<file path="config.mk">
export PLATFORM = sky130hd
export DESIGN_NAME = baseline_detector
export DESIGN_NICKNAME = d
export VERILOG_FILES = /design/src/rtl/baseline_detector.sv
export SDC_FILE = /design/constraint.sdc
export NUM_CORES = 1
export LEC_CHECK = 0
export CAP_MARGIN = 20
export CORE_MARGIN = 8
export CORE_UTILIZATION = 55
export CTS_CLUSTER_SIZE = 24
export DETAILED_ROUTE_END_ITERATION = 6
export GPL_ROUTABILITY_DRIVEN = 1
export PLACE_DENSITY = 0.83
export SKIP_LAST_GASP = 1
export SLEW_MARGIN = 20
export SYNTH_ARGS = -nofsm -noshare
export SYNTH_HDL_FRONTEND = slang
export SYNTH_SLANG_ARGS = --single-unit
</file>
<file path="constraint.sdc">
create_clock -name clk -period 4.8 [get_ports clk]
set_input_delay 1.44 -clock clk [delete_from_list [all_inputs] [get_ports clk]]
set_output_delay 1.44 -clock clk [all_outputs]
set_load 0.005 [all_outputs]
</file>
<file path="src/rtl/baseline_detector.sv">
// Scales each captured long-window baseline into a detection threshold and
// debounces short-window feature comparisons into a seizure alarm with onset pulse.
module baseline_detector #(
    parameter int feat_width  = 25,
    parameter int base_width  = 37,
    parameter int ratio_width = 8,
    parameter int ratio_frac  = 4,
    parameter int on_count    = 5,
    parameter int off_count   = 10,
    parameter int cnt_width   = 8
) (
    input  logic                   clk,
    input  logic                   rst,
    input  logic                   en,
    input  logic [base_width-1:0]  base_din,
    input  logic                   base_valid,
    input  logic [feat_width-1:0]  feat_din,
    input  logic                   feat_valid,
    input  logic [ratio_width-1:0] ratio,
    output logic                   base_ok,
    output logic                   exceed,
    output logic                   alarm_valid,
    output logic                   alarm,
    output logic                   onset
);
    localparam int THR_W = base_width + ratio_width + 1;
    localparam logic [cnt_width-1:0] ON_C  = cnt_width'(on_count);
    localparam logic [cnt_width-1:0] OFF_C = cnt_width'(off_count);

    typedef enum logic [2:0] {IDLE, QUIET, PENDING, ALARM, RELEASE} state_t;

    state_t                    state_q, state_d, cur_state;
    logic [cnt_width-1:0]      cnt_q, cnt_d, cnt_inc;
    logic signed [THR_W-1:0]   thr_q, thr_d;
    logic signed [THR_W-1:0]   base_ext, ratio_ext, product, scaled, feat_ext;
    logic                      base_ok_q, base_ok_d;
    logic                      exceed_q, exceed_d;
    logic                      alarm_valid_q, alarm_valid_d;
    logic                      alarm_q, alarm_d;
    logic                      onset_q, onset_d;
    logic                      hit, processed;

    always_comb begin
        base_ext  = {{(THR_W-base_width){base_din[base_width-1]}}, base_din};
        ratio_ext = {{(THR_W-ratio_width){1'b0}}, ratio};
        product   = base_ext * ratio_ext;
        scaled    = product >>> ratio_frac;
        feat_ext  = {{(THR_W-feat_width){feat_din[feat_width-1]}}, feat_din};
        hit       = feat_ext > thr_q;
        processed = feat_valid & ~en & base_ok_q;
        cnt_inc   = (cnt_q == {cnt_width{1'b1}}) ? cnt_q : cnt_q + 1'b1;
        // A sample arriving before the IDLE->QUIET step lands is judged as QUIET
        cur_state = (state_q == IDLE) ? QUIET : state_q;
    end

    always_comb begin
        state_d       = state_q;
        cnt_d         = cnt_q;
        thr_d         = thr_q;
        base_ok_d     = base_ok_q;
        exceed_d      = exceed_q;
        alarm_d       = alarm_q;
        alarm_valid_d = 1'b0;
        onset_d       = 1'b0;
        if (!en) begin
            if (base_valid) begin
                thr_d     = scaled;
                base_ok_d = 1'b1;
            end
            if (state_q == IDLE && base_ok_q) begin
                state_d = QUIET;
            end
            if (processed) begin
                exceed_d      = hit;
                alarm_valid_d = 1'b1;
                case (cur_state)
                    QUIET: begin
                        state_d = QUIET;
                        if (hit) begin
                            if (on_count == 1) begin
                                state_d = ALARM;
                                cnt_d   = '0;
                                onset_d = 1'b1;
                            end else begin
                                state_d = PENDING;
                                cnt_d   = cnt_width'(1);
                            end
                        end
                    end
                    PENDING: begin
                        if (!hit) begin
                            state_d = QUIET;
                            cnt_d   = '0;
                        end else if (cnt_inc == ON_C) begin
                            state_d = ALARM;
                            cnt_d   = '0;
                            onset_d = 1'b1;
                        end else begin
                            cnt_d = cnt_inc;
                        end
                    end
                    ALARM: begin
                        if (!hit) begin
                            if (off_count == 1) begin
                                state_d = QUIET;
                                cnt_d   = '0;
                            end else begin
                                state_d = RELEASE;
                                cnt_d   = cnt_width'(1);
                            end
                        end
                    end
                    RELEASE: begin
                        if (hit) begin
                            state_d = ALARM;
                            cnt_d   = '0;
                        end else if (cnt_inc == OFF_C) begin
                            state_d = QUIET;
                            cnt_d   = '0;
                        end else begin
                            cnt_d = cnt_inc;
                        end
                    end
                    default: begin
                        state_d = QUIET;
                        cnt_d   = '0;
                    end
                endcase
            end
            alarm_d = (state_d == ALARM) || (state_d == RELEASE);
        end
    end

    always_ff @(posedge clk or negedge rst) begin
        if (!rst) begin
            state_q       <= IDLE;
            cnt_q         <= '0;
            thr_q         <= '0;
            base_ok_q     <= 1'b0;
            exceed_q      <= 1'b0;
            alarm_q       <= 1'b0;
            alarm_valid_q <= 1'b0;
            onset_q       <= 1'b0;
        end else begin
            state_q       <= state_d;
            cnt_q         <= cnt_d;
            thr_q         <= thr_d;
            base_ok_q     <= base_ok_d;
            exceed_q      <= exceed_d;
            alarm_q       <= alarm_d;
            alarm_valid_q <= alarm_valid_d;
            onset_q       <= onset_d;
        end
    end

    assign base_ok     = base_ok_q;
    assign exceed      = exceed_q;
    assign alarm_valid = alarm_valid_q;
    assign alarm       = alarm_q;
    assign onset       = onset_q;
endmodule

</file>
== Yosys cells after proc, flatten, opt, wreduce, memory -nomap -nowiden ==
Cells that the tools add are included.

* Add/sub/neg operators: 1
* Multiply operators: 1
* Order comparisons: 1
* Equal/unequal tests: 11
* Multiplexer cells: 26
* Bitwise operators: 3
* Reductions and logical operators: 6

{| class="wikitable"
|+ Operator list
! cell !! number
|-
| 2-to-1 mux 8 bit || 7
|-
| multiplier 37 x 9 -> 46 bit || 1
|-
| greater-than comparator 25 x 42 -> 1 bit || 1
|-
| one-hot mux 8 bit (4 select lines) || 1
|-
| 2-to-1 mux 3 bit || 9
|-
| one-hot mux 3 bit (4 select lines) || 1
|-
| equality test 3 x 2 -> 1 bit (second input constant) || 3
|-
| adder 8 x 1 -> 8 bit (second input constant) || 1
|-
| equality test 8 x 3 -> 1 bit (second input constant) || 1
|-
| equality test 8 x 4 -> 1 bit (second input constant) || 1
|-
| equality test 8 bit (second input constant) || 1
|-
| 2-to-1 mux 1 bit || 7
|-
| equality test 3 bit (second input constant) || 2
|-
| != test 2 bit (second input constant) || 2
|-
| AND reduction 2 bit || 2
|-
| AND reduction 4 bit || 1
|-
| equality test 3 x 1 -> 1 bit (second input constant) || 1
|-
| logical NOT 3 bit || 1
|-
| AND 1 bit || 2
|-
| 2-to-1 mux 2 bit || 1
|-
| logical AND 1 bit || 1
|-
| logical OR 1 bit || 1
|-
| inverter 1 bit || 1
|}

* Register bits after elaboration: 58
* Bits of input ports: 75
* Output and inout port bits: 5
* Word-level logic and storage cells: 57

== Depth between registers and ports, before layout ==
Gate-level depths: netlist (run 1).

* Depth in word-level cells: 10
* Depth in mapped cells: 21
* Depth with buffers taken out: 19

== Worst setup path before layout (run 1) ==
No wires, ideal clock.

* Path kind: input to register
* Start: input ratio[2]
* End: register thr_q[41] (netlist name)
* Setup time: 129 ps
* Arrival time: 6293 ps
* Required time: 4671 ps
* Setup slack: -1622 ps
* Stages: 20
* Path buffers: 2
* Cell sequence: clkbuf_1 > clkbuf_1 > nand2_1 > fa_1 > inv_1 > fa_1 > fa_1 > inv_1 > fa_1 > inv_1 > ha_1 > a21oi_2 > nand2_1 > a221oi_4 > a2111oi_4 > nor4b_4 > o31ai_2 > a311oi_1 > xnor2_1 > o21ai_1

* Longest elaborated chain between the ends: 1

{| class="wikitable"
|+ RTL lines
! item !! RTL line !! source
|-
| start: declaration || 19 || <nowiki>input logic [ratio_width-1:0] ratio,</nowiki>
|-
| multiplier 37 x 9 -> 46 bit || 46 || <nowiki>product = base_ext * ratio_ext;</nowiki>
|}

No other way between the ends.
A chain may end at the register's enable or synchronous reset.

== Worst setup path after layout (run 1) ==
* Start: input ratio[0]
* End: register thr_q[16]

* Longest elaborated chain between the ends: 1

{| class="wikitable"
|+ RTL lines
! item !! RTL line !! source
|-
| multiplier 37 x 9 -> 46 bit || 46 ||
|-
| end signal: assignment || 147 || <nowiki>thr_q <= thr_d;</nowiki>
|-
| end: declaration || 34 || <nowiki>logic signed [THR_W-1:0] thr_q, thr_d;</nowiki>
|}

No other way between the ends.

==> flow_summary.ini, run 1 <==
[run_status]
status = finished, violations left
failed_checks = design-rule violations, negative setup slack

[place]
place_hpwl_microns = 29400
placed_area_sq_mm = 0.0167
dp_cells = 2168
gp_congestion = 0.896
dpl_worst_slack_ns = -2.09
place.port_buffers = 79

[logic_synthesis]
synth_top_family_by_area = adder cells
yosysUniqueCellTypes = 82
avgSynthCellArea_sq_um = 8.54
yosys_register_bits = 58
synth_edf_count = 0
synthFlopType = dfrtp_1
synth_cells = 1616
synth-adder-area-share_pct = 45.2
yosysTopAreaCell = fa_1
synth_area_leaders = fa_1 33%, ha_1 12%, dfrtp_1 11%
synth-simple-area-share_pct = 18.8
synth_compound_gate_area_share_pct = 11.1
synth.area.mux_share_pct = 0.743
async_flop_share_pct = 100
synth_warnings = 0
yosys.area_share.xor_xnor_pct = 2.28
synth_top_area_share_pct = 33.1
ys_seq_area_share_pct = 10.5
synth_nets = 2053
syn-cell-area_sq_mm = 0.0138

[cts]
clk_latency_ns = 0.34
cts.sinks = 58
clk_path_buf_depth = 2
cts.htree.levels = 3
ctsHoldBuffers = 0
cts_tree = done
cts_root_buffer = clkbuf_16
cts.clk_slew.worst_paths_ns = 0.06
numCtsBuffers = 9

[grt]
grt_util_met1_pct = 34.7
first_global_vias = 14721
grtUsageMet3_pct = 7.88
grt-busiest-layer = met2
grt_overflow = 0
gr-usage-all-layers_pct = 31.8
grt_antenna_before_repair = 3
grt_first_pass_wirelength_microns = 77100
grt_max_degree = 51
grt.met2_usage_pct = 52.8

[layout]
drive_gt1_share_pct = 29.9
fin_cells = 2270
finalInstanceArea_sq_mm = 0.0191
area_growth_syn_to_layout_pct = 38.2
final_util_pct = 76.6
nets = 2370

[worst_setup_path]
critPathTopFamily = adder cells
crit_chain = buf_12, buf_12, buf_4, nand2_4, fa_1, inv_2, fa_1, inv_2, fa_2, fa_1, inv_2, ha_4, buf_6, o21ai_4, o211ai_1, a21o_1, buf_4, o21a_1, a31o_2, buf_4, xnor2_2, o21ai_0
r2r_end = cnt_q[0]
regToRegSetupSlack_ns = 1.61
critPathMaxFanout = 8
slowest_stage = fa_1
cpPeakStageDelay_ns = 0.75
endpoint_kind = register
arrival_ns = 7.12
cp.buffers_inverters = 9
path_class = in2reg
worstRegToRegCells = 10
start_kind = primary input
r2r_start = thr_q[11]
cp.required_ns = 4.95

[floorplan]
row_count = 58
die_x_microns = 174
start_util_pct = 55.4
fp.dieH_microns = 174
die_area_sq_mm = 0.0304
core_sq_mm = 0.0249
io_pins = 80

[power]
p_per_area_mw_per_mm2 = 786
ir_drop_v = 0.000510
p_leak_uw = 0.00963

[routing]
ant_nets = 0
dr_total_vias = 14951
drt_iter0_drc = 2437
wirelength_microns = 63300
vias_per_cell = 6.59
wl_per_cell_microns = 27.9
drc = 7
firstDrtPassIters = 7

[worst_hold_path]
holdPathEnd = exceed
worstHoldStart = exceed
hold_class = reg2reg
holdPathStages = 2

[timing]
drv_slew = 0
tightestPinTransition_ns = 1.25
fin_skew_ns = 0.00958
setup_viol = 40
post-route-period-util_pct = 145
holdWs_ns = 0.484
fin_ws_ns = -2.17
relSlewSlack_pct = 16.2
finalHoldViolCount = 0
max_freq_ghz = 0.143
rsz0062_at_grt = yes
period_minus_slack_ns = 6.97

[job]
max_cap_viol_count = 0
==> sequential cells by signal, indices dropped and copies added (netlist names) <==
signal and count:
onset 1, base_ok 1, thr_q 42, alarm_valid 1, cnt_q 8, exceed 1
state_q 3, alarm 1
==> stage by stage <==
step	power (uW)	TNS, ns
after CTS	11400	-32.07
after global routing	15500	-55.84
after detailed placement	9440	-65.90
after floorplan	6400	-29.40
after global placement	8980	-60.78
final	15000	-56.02
==> kinds of logic (layout without fill, tap and decap cells) <==
| logic type | Yosys count | count (layout) |
|---|---|---|
| XOR/XNOR | 36 | 36 |
| multiplexers | 9 | 9 |
| AND/OR/NAND/NOR | 511 | 511 |
| AO/OA/AOI/OAI | 226 | 226 |
| flip-flops | 58 | 58 |
| adder cells (fa/ha/maj) | 362 | 362 |
| other | 0 | 2 |
| buffers and inverters | 414 | 736 |
==> worst min-delay path, cell delays in order, from the launching register on <==
cell	delay, ns
dfrtp_1	0.35
nand2_1	0.05
nand2_1	0.05
==> Yosys cell counts (21+ instances only) <==
cell type / n
inv_1: 364
fa_1: 228
nand2_1: 221
and2_1: 169
ha_1: 134
a21oi_1: 59
dfrtp_1: 58
o21ai_0: 52
clkbuf_1: 44
nor2_1: 31
a21o_1: 21
==> power by group <==
group	internal [uW]	switching, uW
combinational	6000	7510
clock	400	244
sequential	697	146
total	7090	7900
==> cell type report <==
class	count	area, sq um
multi-input combinational	1144	12100
fill	1289	5820
timing repair buffer	355	3450
sequential	58	1450
inverter	365	1370
tap	330	413
clock buffer	11	233
clock inverter	5	55.1
antenna	2	5.00
==> how the worst max path moves through the flow <==
stage | start | to | slack [ns] | cells past startpoint
final | ratio[0] | thr_q[16] | -2.17 | 22
after global routing | ratio[0] | thr_q[34] | -2.08 | 23
after CTS | ratio[4] | thr_q[41] | -1.30 | 21
after detailed placement | ratio[2] | thr_q[41] | -2.09 | 20
after global placement | ratio[2] | thr_q[41] | -1.94 | 20
after floorplan | ratio[2] | thr_q[39] | -1.19 | 20
==> placed cells by master (no fill, tap or decap), types with 7 or more instances in the layout <==
| cell | netlist | layout |
|---|---|---|
| inv_1 | 364 | 327 |
| nor2_1 | 31 | 25 |
| a21oi_1 | 59 | 36 |
| and2_1 | 169 | 147 |
| buf_2 | 1 | 15 |
| dfrtp_1 | 58 | 58 |
| clkdlybuf4s50_1 | 0 | 35 |
| clkdlybuf4s15_2 | 0 | 7 |
| a21oi_4 | 0 | 9 |
| inv_2 | 1 | 38 |
| o21ai_2 | 2 | 7 |
| ha_4 | 0 | 33 |
| buf_6 | 2 | 36 |
| xnor2_2 | 0 | 9 |
| a21oi_2 | 2 | 16 |
| a21o_1 | 21 | 21 |
| nand2_4 | 0 | 7 |
| buf_4 | 0 | 214 |
| and3_1 | 12 | 9 |
| nand2_1 | 221 | 190 |
| buf_16 | 0 | 12 |
| clkbuf_16 | 0 | 9 |
| fa_1 | 228 | 210 |
| o21ai_0 | 52 | 30 |
| ha_1 | 134 | 100 |
| nand4_1 | 12 | 12 |
| xor2_1 | 18 | 15 |
| buf_12 | 0 | 20 |
| o21ai_1 | 6 | 17 |
| nand3_1 | 18 | 16 |
| fa_2 | 0 | 18 |
| and2_4 | 0 | 22 |
| nand2_2 | 0 | 24 |
| nor3_1 | 8 | 7 |
==> repair_timing <==
action | 4_1_cts | 5_1_grt
pin swaps | 134 | 169
endpoints found under the setup margin | 40 | 39
cloned | 16 | 0
hold endpoints to repair | 0 | 0
resized for setup | 343 | 151
setup buffers | 40 | 43
==> routing by layer <==
metal | wire length (microns) | vias to the layer above | part of all wire [%]
met1 | 19000 | 7027 | 30
met3 | 9700 | 649 | 15
li1 | - | 5669 | -
met5 | 48 | - | 0.076
met4 | 6990 | 6 | 11
met2 | 27600 | 1600 | 44
Power figures use the tool's default switching activity.
==> run 2, diff against run 1 <==
Settings changed: HOLD_SLACK_MARGIN set to 0.15, SETUP_SLACK_MARGIN set to 0.2.
==> run 2 against run 1 <==
  * The run ends with negative setup slack left
  * Worst setup slack better by 0.16 ns
  * Clock skew fell by 0.0030 ns
  * Count of clock-buffer cells in the layout unchanged
  * Register-to-register slack lost 0.05 ns
  * Sequential share of layout area up 0.11 points
  * Core utilization fell by 1.1 points
  * Final cell count decreased by 0.66%
  * Via count is 4.5% lower
  * Global-route usage shrank 0.98 points
  * Largest cell class unchanged
  * Largest power group unchanged
==> flow_summary.ini, run 2 (synthesis gave the netlist of run 1 again) <==
[run_status]
status = finished, violations left
failed_checks = negative setup slack

[floorplan]
die_area_sq_mm = 0.0304
die_x_microns = 174
start_util_pct = 55.4
row_count = 58
io_pins = 80
fp.dieH_microns = 174
core_sq_mm = 0.0249

[routing]
drc = 0
drt_iter0_drc = 1674
ant_nets = 0
wirelength_microns = 56900
firstDrtPassIters = 6
dr_total_vias = 14273
wl_per_cell_microns = 25.2
vias_per_cell = 6.33

[layout]
area_growth_syn_to_layout_pct = 36.2
largest_register_ffs = 42
final_util_pct = 75.5
largest_register = thr_q
finalInstanceArea_sq_mm = 0.0188
top_regs = thr_q (42), cnt_q (8), state_q (3)
fill_cells = 1363
diodes = 0
multi_input_area_sq_mm = 0.0120
regArea_sq_mm = 0.00145
fin_cells = 2255
final_common_cell = inv_1
final_cell_mix = 334 x inv_1, 216 x fa_1, 210 x buf_4
nets = 2357
drive_gt1_share_pct = 28.3

[cts]
cts.clk_slew.worst_paths_ns = 0.06
cts_tree = done
clk_latency_ns = 0.33
cts.htree.levels = 3
cts_root_buffer = clkbuf_16
cts.sinks = 58
numCtsBuffers = 9
clk_path_buf_depth = 2
ctsHoldBuffers = 0

[worst_setup_path]
r2r_end = cnt_q[1]
start_kind = primary input
worstRegToRegCells = 10
crit_chain = buf_12, buf_16, buf_8, and2_4, fa_2, fa_1, fa_1, inv_2, fa_1, inv_2, ha_4, a21oi_1, a21boi_0, a311oi_2, nor2_2, nor4b_4, buf_4, buf_6, buf_6, o31ai_4, o211ai_1, a21oi_1, o31ai_1
r2r_start = thr_q[12]
critPathTopFamily = adder cells
arrival_ns = 7.04
critPathMaxFanout = 6
cp.required_ns = 5.03
regToRegSetupSlack_ns = 1.56
path_class = in2reg
path_depth = 23
slowest_stage = fa_1
endpoint_kind = register
cp.buffers_inverters = 8
cpPeakStageDelay_ns = 0.76
cp_common_cell = fa_1

[place]
dpl_worst_slack_ns = -2.07
gp_congestion = 0.916
dp_cells = 2175
placed_area_sq_mm = 0.0168
place_hpwl_microns = 29500
place.port_buffers = 79

[power]
ir_drop_v = 0.000486
p_per_area_mw_per_mm2 = 744
p_leak_uw = 0.00956

[grt]
grt_max_degree = 59
first_global_vias = 14625
grt_overflow = 0
grt_first_pass_wirelength_microns = 75200
grt_antenna_before_repair = 2
gr-usage-all-layers_pct = 30.9

[timing]
fin_skew_ns = 0.00658
relSlewSlack_pct = 39.3
fin_ws_ns = -2.01
post-route-period-util_pct = 142
drv_slew = 0
tightestPinTransition_ns = 0.911
fin_tns_setup_ns = -49.33
max_freq_ghz = 0.147
rsz0062_at_grt = yes
setup_viol = 38
period_minus_slack_ns = 6.81
finalHoldViolCount = 0

[worst_hold_path]
holdPathEnd = exceed
hold_class = reg2reg
holdPathStages = 2
worstHoldStart = exceed

[job]
max_cap_viol_count = 0
-- run 2: final cells by class --
cell class,count,area share [%]
Clock inverter,5,0.413
Tap cell,330,2.20
Inverter,365,7.29
Multi-Input combinational cell,1144,63.6
Clock buffer,11,1.29
Sequential cell,58,7.72
Timing Repair Buffer,342,17.5
-- run 2: what timing repair did --
action | in CTS | in global routing
cloned | 15 | 0
gates resized for setup | 337 | 99
setup buffers | 37 | 12
endpoints found under the setup margin | 41 | 42
pin swaps | 175 | 61
-- run 2: stage by stage --
step | total power (uW) | hold slack (ns)
after floorplan | 6400 | 0.449
after global placement | 8970 | 0.462
after global routing | 14600 | 0.501
after CTS | 11400 | 0.481
after detailed placement | 9360 | 0.467
final | 14000 | 0.475
-- run 2: worst max-delay path by stage --
stage,start,to
after floorplan,ratio[2],thr_q[39]
final,ratio[3],thr_q[35]
after detailed placement,ratio[2],thr_q[40]
after global routing,ratio[3],thr_q[35]
after global placement,ratio[2],thr_q[41]
after CTS,ratio[3],thr_q[39]
-- run 2: where the power goes --
part	switching [uW]	internal (uW)
Combinational	6780	5650
Clock	237	467
Sequential	147	696
Total	7160	6820
-- run 2: layer usage --
metal  vias up  wire length, microns  GRT usage, %
met1      6792                 18400          34.1
met4         4                  5870          21.8
met2      1309                 25800          52.4
li1       5643                     -             -
met3       525                  6690          6.53
met5         -                    25             0
-- run 2: tightest hold or removal path: cells and delay by family, from the launching register on --
family	cells	cell delay (ns)
DFF	1	0.34
and+or+nand+nor	2	0.10
